==> config.mk <==
export PLATFORM = sky130hd
export DESIGN_NAME = seq_divider
export DESIGN_NICKNAME = d
export VERILOG_FILES = /design/src/rtl/gumnut_pkg.sv /design/src/rtl/seq_divider_subtractor.sv /design/src/rtl/seq_divider.sv
export SDC_FILE = /design/constraint.sdc
export NUM_CORES = 1
export LEC_CHECK = 0
export CAP_MARGIN = 20
export CORE_MARGIN = 2
export CORE_UTILIZATION = 51
export CTS_BUF_LIST = sky130_fd_sc_hd__clkbuf_4
export DETAILED_ROUTE_END_ITERATION = 16
export HOLD_SLACK_MARGIN = 0.1
export PLACE_DENSITY_LB_ADDON = 0.15
export SYNTH_ARGS = -nofsm -noshare
export SYNTH_HDL_FRONTEND = slang
export SYNTH_HIERARCHICAL = 1
export SYNTH_SLANG_ARGS = --single-unit
==> constraint.sdc <==
create_clock -name clk_i -period 2.3 [get_ports clk_i]
set_clock_uncertainty 0.2 [all_clocks]
set_input_delay 0.46 -clock clk_i [delete_from_list [all_inputs] [get_ports clk_i]]
set_output_delay 0.46 -clock clk_i [all_outputs]
set_load 0.1 [all_outputs]
==> src/rtl/gumnut_pkg.sv <==
// Shared types and constants for the Gumnut ALU multi-cycle datapath blocks.
// Latency: n/a (declarations only).
// Backpressure: n/a.
package gumnut_pkg;

    typedef enum logic [1:0] {
        IDLE = 2'd0,
        RUN  = 2'd1,
        DONE = 2'd2
    } div_state_t;

    localparam int DIV_WIDTH = 8;

    // Counter must be able to hold DIV_WIDTH itself, hence the +1.
    localparam int DIV_CNT_W = $clog2(DIV_WIDTH + 1);

endpackage

==> src/rtl/seq_divider_subtractor.sv <==
// Combinational W-bit unsigned subtract a - b, built as a + ~b + 1 like the adder.
// Latency: 0 cycles (pure combinational).
// Backpressure: none; output follows inputs.
module subtractor #(
    parameter int W = 9
) (
    input  logic [W-1:0] a,
    input  logic [W-1:0] b,
    output logic [W-1:0] diff,
    output logic         borrow
);

    logic [W:0] sum;

    // Two's-complement add; a missing carry-out means a < b.
    always_comb begin
        sum    = {1'b0, a} + {1'b0, ~b} + {{W{1'b0}}, 1'b1};
        diff   = sum[W-1:0];
        borrow = ~sum[W];
    end

endmodule

==> src/rtl/seq_divider.sv <==
// Restoring shift-subtract unsigned divider, one quotient bit per clock.
// Latency: WIDTH+1 cycles start-to-done; 1 cycle for divide-by-zero.
// Backpressure: start is ignored while busy; results hold until the next accepted start.
module seq_divider
    import gumnut_pkg::*;
#(
    parameter int WIDTH = DIV_WIDTH
) (
    input  logic             clk_i,
    input  logic             rst_ni,
    input  logic             start,
    input  logic [WIDTH-1:0] IA,
    input  logic [WIDTH-1:0] IB,
    output logic             busy,
    output logic             done,
    output logic [WIDTH-1:0] IQ,
    output logic [WIDTH-1:0] IR,
    output logic             dzout
);

    // Legacy-style state constants mapped onto the shared enum encoding.
    localparam logic [1:0] S_IDLE = IDLE;
    localparam logic [1:0] S_RUN  = RUN;
    localparam logic [1:0] S_DONE = DONE;

    // Reuse the shared counter width when at the default size.
    localparam int CNT_W = (WIDTH == DIV_WIDTH) ? DIV_CNT_W : $clog2(WIDTH + 1);

    logic [1:0]       state;
    logic [CNT_W-1:0] cnt;
    logic [WIDTH-1:0] rem;
    logic [WIDTH-1:0] q;
    logic [WIDTH-1:0] dvsr;

    logic [WIDTH:0]   rem_sh;
    logic [WIDTH:0]   trial;
    logic             trial_borrow;
    logic [WIDTH-1:0] rem_nxt;
    logic [WIDTH-1:0] q_nxt;
    logic             accept;
    logic             last_iter;
    logic             div_zero;
    logic             unused_trial_msb;

    // Shift the next dividend bit into the partial remainder and try the subtract.
    always_comb begin
        rem_sh = {rem, q[WIDTH-1]};
    end

    subtractor #(
        .W (WIDTH + 1)
    ) u_sub (
        .a      (rem_sh),
        .b      ({1'b0, dvsr}),
        .diff   (trial),
        .borrow (trial_borrow)
    );

    // Restore on borrow, otherwise take the difference; trial MSB is zero whenever it is used.
    always_comb begin
        rem_nxt          = trial_borrow ? rem_sh[WIDTH-1:0] : trial[WIDTH-1:0];
        q_nxt            = {q[WIDTH-2:0], ~trial_borrow};
        unused_trial_msb = trial[WIDTH];
        accept           = start && (state != S_RUN);
        div_zero         = (IB == '0);
        last_iter        = (state == S_RUN) && (cnt == CNT_W'(WIDTH - 1));
        busy             = (state == S_RUN);
        done             = (state == S_DONE);
    end

    // Control FSM plus the internal shift/divisor registers.
    always_ff @(posedge clk_i) begin
        if (!rst_ni) begin
            state <= S_IDLE;
            cnt   <= '0;
            rem   <= '0;
            q     <= '0;
            dvsr  <= '0;
        end else begin
            case (state)
                S_IDLE, S_DONE: begin
                    if (start) begin
                        rem <= '0;
                        cnt <= '0;
                        if (div_zero) begin
                            state <= S_DONE;
                        end else begin
                            state <= S_RUN;
                            q     <= IA;
                            dvsr  <= IB;
                        end
                    end else begin
                        state <= S_IDLE;
                    end
                end
                S_RUN: begin
                    rem <= rem_nxt;
                    q   <= q_nxt;
                    cnt <= cnt + CNT_W'(1);
                    if (last_iter) begin
                        state <= S_DONE;
                    end
                end
                default: state <= S_IDLE;
            endcase
        end
    end

    // Result registers: loaded only at the final iteration or on a divide-by-zero accept.
    always_ff @(posedge clk_i) begin
        if (!rst_ni) begin
            IQ    <= '0;
            IR    <= '0;
            dzout <= 1'b0;
        end else if (accept) begin
            if (div_zero) begin
                IQ    <= '1;
                IR    <= IA;
                dzout <= 1'b1;
            end else begin
                dzout <= 1'b0;
            end
        end else if (last_iter) begin
            IQ <= q_nxt;
            IR <= rem_nxt;
        end
    end

endmodule

==> impl_metrics.csv <==
group,metric,value,unit
clock_network,worst_skew_pair.late_latency,360,ps
critical_path,cp_data_arrival_time,2510,ps
place,placement.setup.worst_slack,-263,ps
global_route,groute.layer.met1.usage,31.2,%
clock_network,clkSinkCount,47,
global_route,grt_start_max_net_pins,56,
final_layout,final_layout_size_suffix_gt1_share,37.4,%
timing,post-route-worst-setup-slack,-103,ps
critical_path,timing.critical_path.from,"rem[2]",
place,place.detailed.hpwl,4540,um
floorplanning,floorplan_core_area,4790,um2
timing,max_slew_headroom,54.8,%
route,detailedRoute.firstPassIterationCount,4,
final_layout,number_of_nets_in_the_layout,402,
clock_network,h_tree_levels,2,
final_layout,insertedDiodeCount,0,
pwr,peak_supply_drop,0.000324,V
critical_path,crit_type,"flip-flop to flip-flop",
clock_network,buffer_depth_of_the_longest_clock_path,2,
floorplanning,floorplan.die.width,75.0,um
logic_synthesis,synth_area,2570,um2
timing,finalSetupViolCount,13,
floorplanning,fp_rows,25,
logic_synthesis,synth_area_per_cell,8.64,um2
clock_network,clockRootBuffer,"sky130_fd_sc_hd__clkbuf_4",
timing,fin_tns_setup,-640,ps
final_layout,mostFrequentLayoutCells,"sky130_fd_sc_hd__buf_4, sky130_fd_sc_hd__dfxtp_1, sky130_fd_sc_hd__nand2_1",
route,detailedRoute.firstIterationViolations,156,
critical_path,r2r_slack,-100,ps
place,placed_area,3160,um2
route,drc_errors,0,
outcome,violations,"negative setup slack",
critical_path,critPathLaunchType,"flip-flop",
min_path,whs_path_depth,2,
route,routed_length_per_placed_instance,15.9,um
route,vias_per_cell,5.45,
critical_path,worstRegToRegCells,10,
pwr,finalPower,1.98,mW
run,drv.max_cap_violation_count,0,
critical_path,required,2400,ps
floorplanning,initial_core_util,53.6,%
logic_synthesis,synth-warning-count,6,
global_route,groute.layer.met2.usage,42.3,%
timing,worst_slew_pin_slew,678,ps
timing,finalCritPeriodShare,104,%
floorplanning,io-pin-count,38,
clock_network,cts-buffers-inserted,5,
critical_path,delay_of_the_slowest_cell_on_the_worst_path,400,ps
logic_synthesis,syn_nets,327,
global_route,global_route.usage.met3,4.42,%
global_route,grt_pass1_wl,10700,um
outcome,status,"finished, violations left",
place,port-buffer-count,37,
place,globalplace.congestion,0.827,
global_route,grt_antenna_before_repair,0,
final_layout,finalNonFillerCells,439,
global_route,grt_overflow_total,0,
timing,final_hold_slack,266,ps
pwr,power.static_leakage,1.50,nW
floorplanning,dieArea,5620,um2
critical_path,critPathSlowestCell,"sky130_fd_sc_hd__dfxtp_1",
final_layout,filler_cell_count,361,
critical_path,crit_cells,10,
clock_network,cts_tree,"done",
floorplanning,fp.dieH,75.0,um
min_path,hp-class,"flip-flop to flip-flop",
route,via_count,2393,
timing,fmaxAchievable,0.416,GHz
critical_path,timing.critical_path.to,"IR[7]",
critical_path,rr_endpoint,"IR[7]",
global_route,grtUsageTotal,25.0,%
critical_path,worst-path-buf-inv,1,
critical_path,critical_path.reg2reg.startpoint,"rem[2]",
timing,hold_violations_final,0,
final_layout,most_common_cell_after_layout_fill_and_taps_aside,"sky130_fd_sc_hd__buf_4",
final_layout,final_core_utilization,75.2,%
critical_path,critical_path.cell_chain,"ha_1 > nand3_1 > and2_4 > buf_4 > and4_4 > a2111oi_4 > mux2i_4 > a21oi_1 > o21ai_1 > mux2i_1",
global_route,via_count_of_the_first_global_routing_pass,2366,
critical_path,end_kind,"flip-flop",
place,placed_cells,418,
clock_network,postCtsHoldBufs,0,
critical_path,crit_path_max_fanout,3,
final_layout,layout_area_overhead,40.2,%
timing,timing.final.crit_period,2400,ps
logic_synthesis,netlist_instances,297,
route,detail-route-antenna-nets,0,
timing,rsz0062_at_grt,"yes",
final_layout,fin_area,3600,um2
route,detail_route.wirelength,6980,um
critical_path,crit_family,"compound AO/OA/AOI/OAI gates",
timing,report.final.slew_viol_count,0,
pwr,power-per-cell-area,551,nW/um2
global_route,globalRoute.busiestLayer,"met2",
clock_network,cts.clk_slew.worst_paths,140,ps
where the power goes:
group / switching (mW) / total (mW) / internal, mW / leakage (nW)
clock network: 0.260 / 0.374 / 0.114 / 0.0310
registers: 0.0263 / 0.876 / 0.849 / 0.386
logic: 0.357 / 0.735 / 0.378 / 1.08
routing by layer:
metal  routed length, um  up-vias  share of wire (%)
met3                 262       17                3.8
met5                   0        -                  0
met2                3660       59                 52
met4                 148        0                2.1
met1                2910     1138                 42
li1                    -     1179                  -
worst min-delay path, cell delays in order, from the launching register on:
cell and delay [ps]:
sky130_fd_sc_hd__dfxtp_1 330, sky130_fd_sc_hd__nand2_1 50, sky130_fd_sc_hd__mux2i_1 50
worst min-delay path by stage:
stage            start  endpoint  slack (ps)
2_1_floorplan  dvsr[7]   dvsr[7]         240
3_3_place_gp   dvsr[7]   dvsr[7]         250
3_5_place_dp     IR[5]     IR[5]         250
4_1_cts        dvsr[7]   dvsr[7]         260
5_1_grt          IR[3]     IR[3]         300
6_report         IR[5]     IR[5]         270
repair_timing:
action,in CTS,in global routing
gates resized for setup,34,34
setup endpoints to repair,16,16
pin swaps,9,15
cloned,1,0
setup buffers,9,6
final cells by class:
| class | count | area, um2 | share of cell area, % |
|---|---|---|---|
| sequential | 47 | 951 | 26.4 |
| clock buffer | 5 | 37.5 | 1.04 |
| timing repair buffer | 88 | 769 | 21.4 |
| clock inverter | 2 | 13.8 | 0.382 |
| inverter | 16 | 60.1 | 1.67 |
| multi-input combinational | 214 | 1680 | 46.8 |
| tap | 67 | 83.8 | 2.33 |
state kept, by name, indices dropped and copies added, names as in the netlist:
register  flops
IQ            8
cnt           4
dzout         1
dvsr          8
rem           8
IR            8
state         2
q             8
Power figures use the tool's default switching activity.
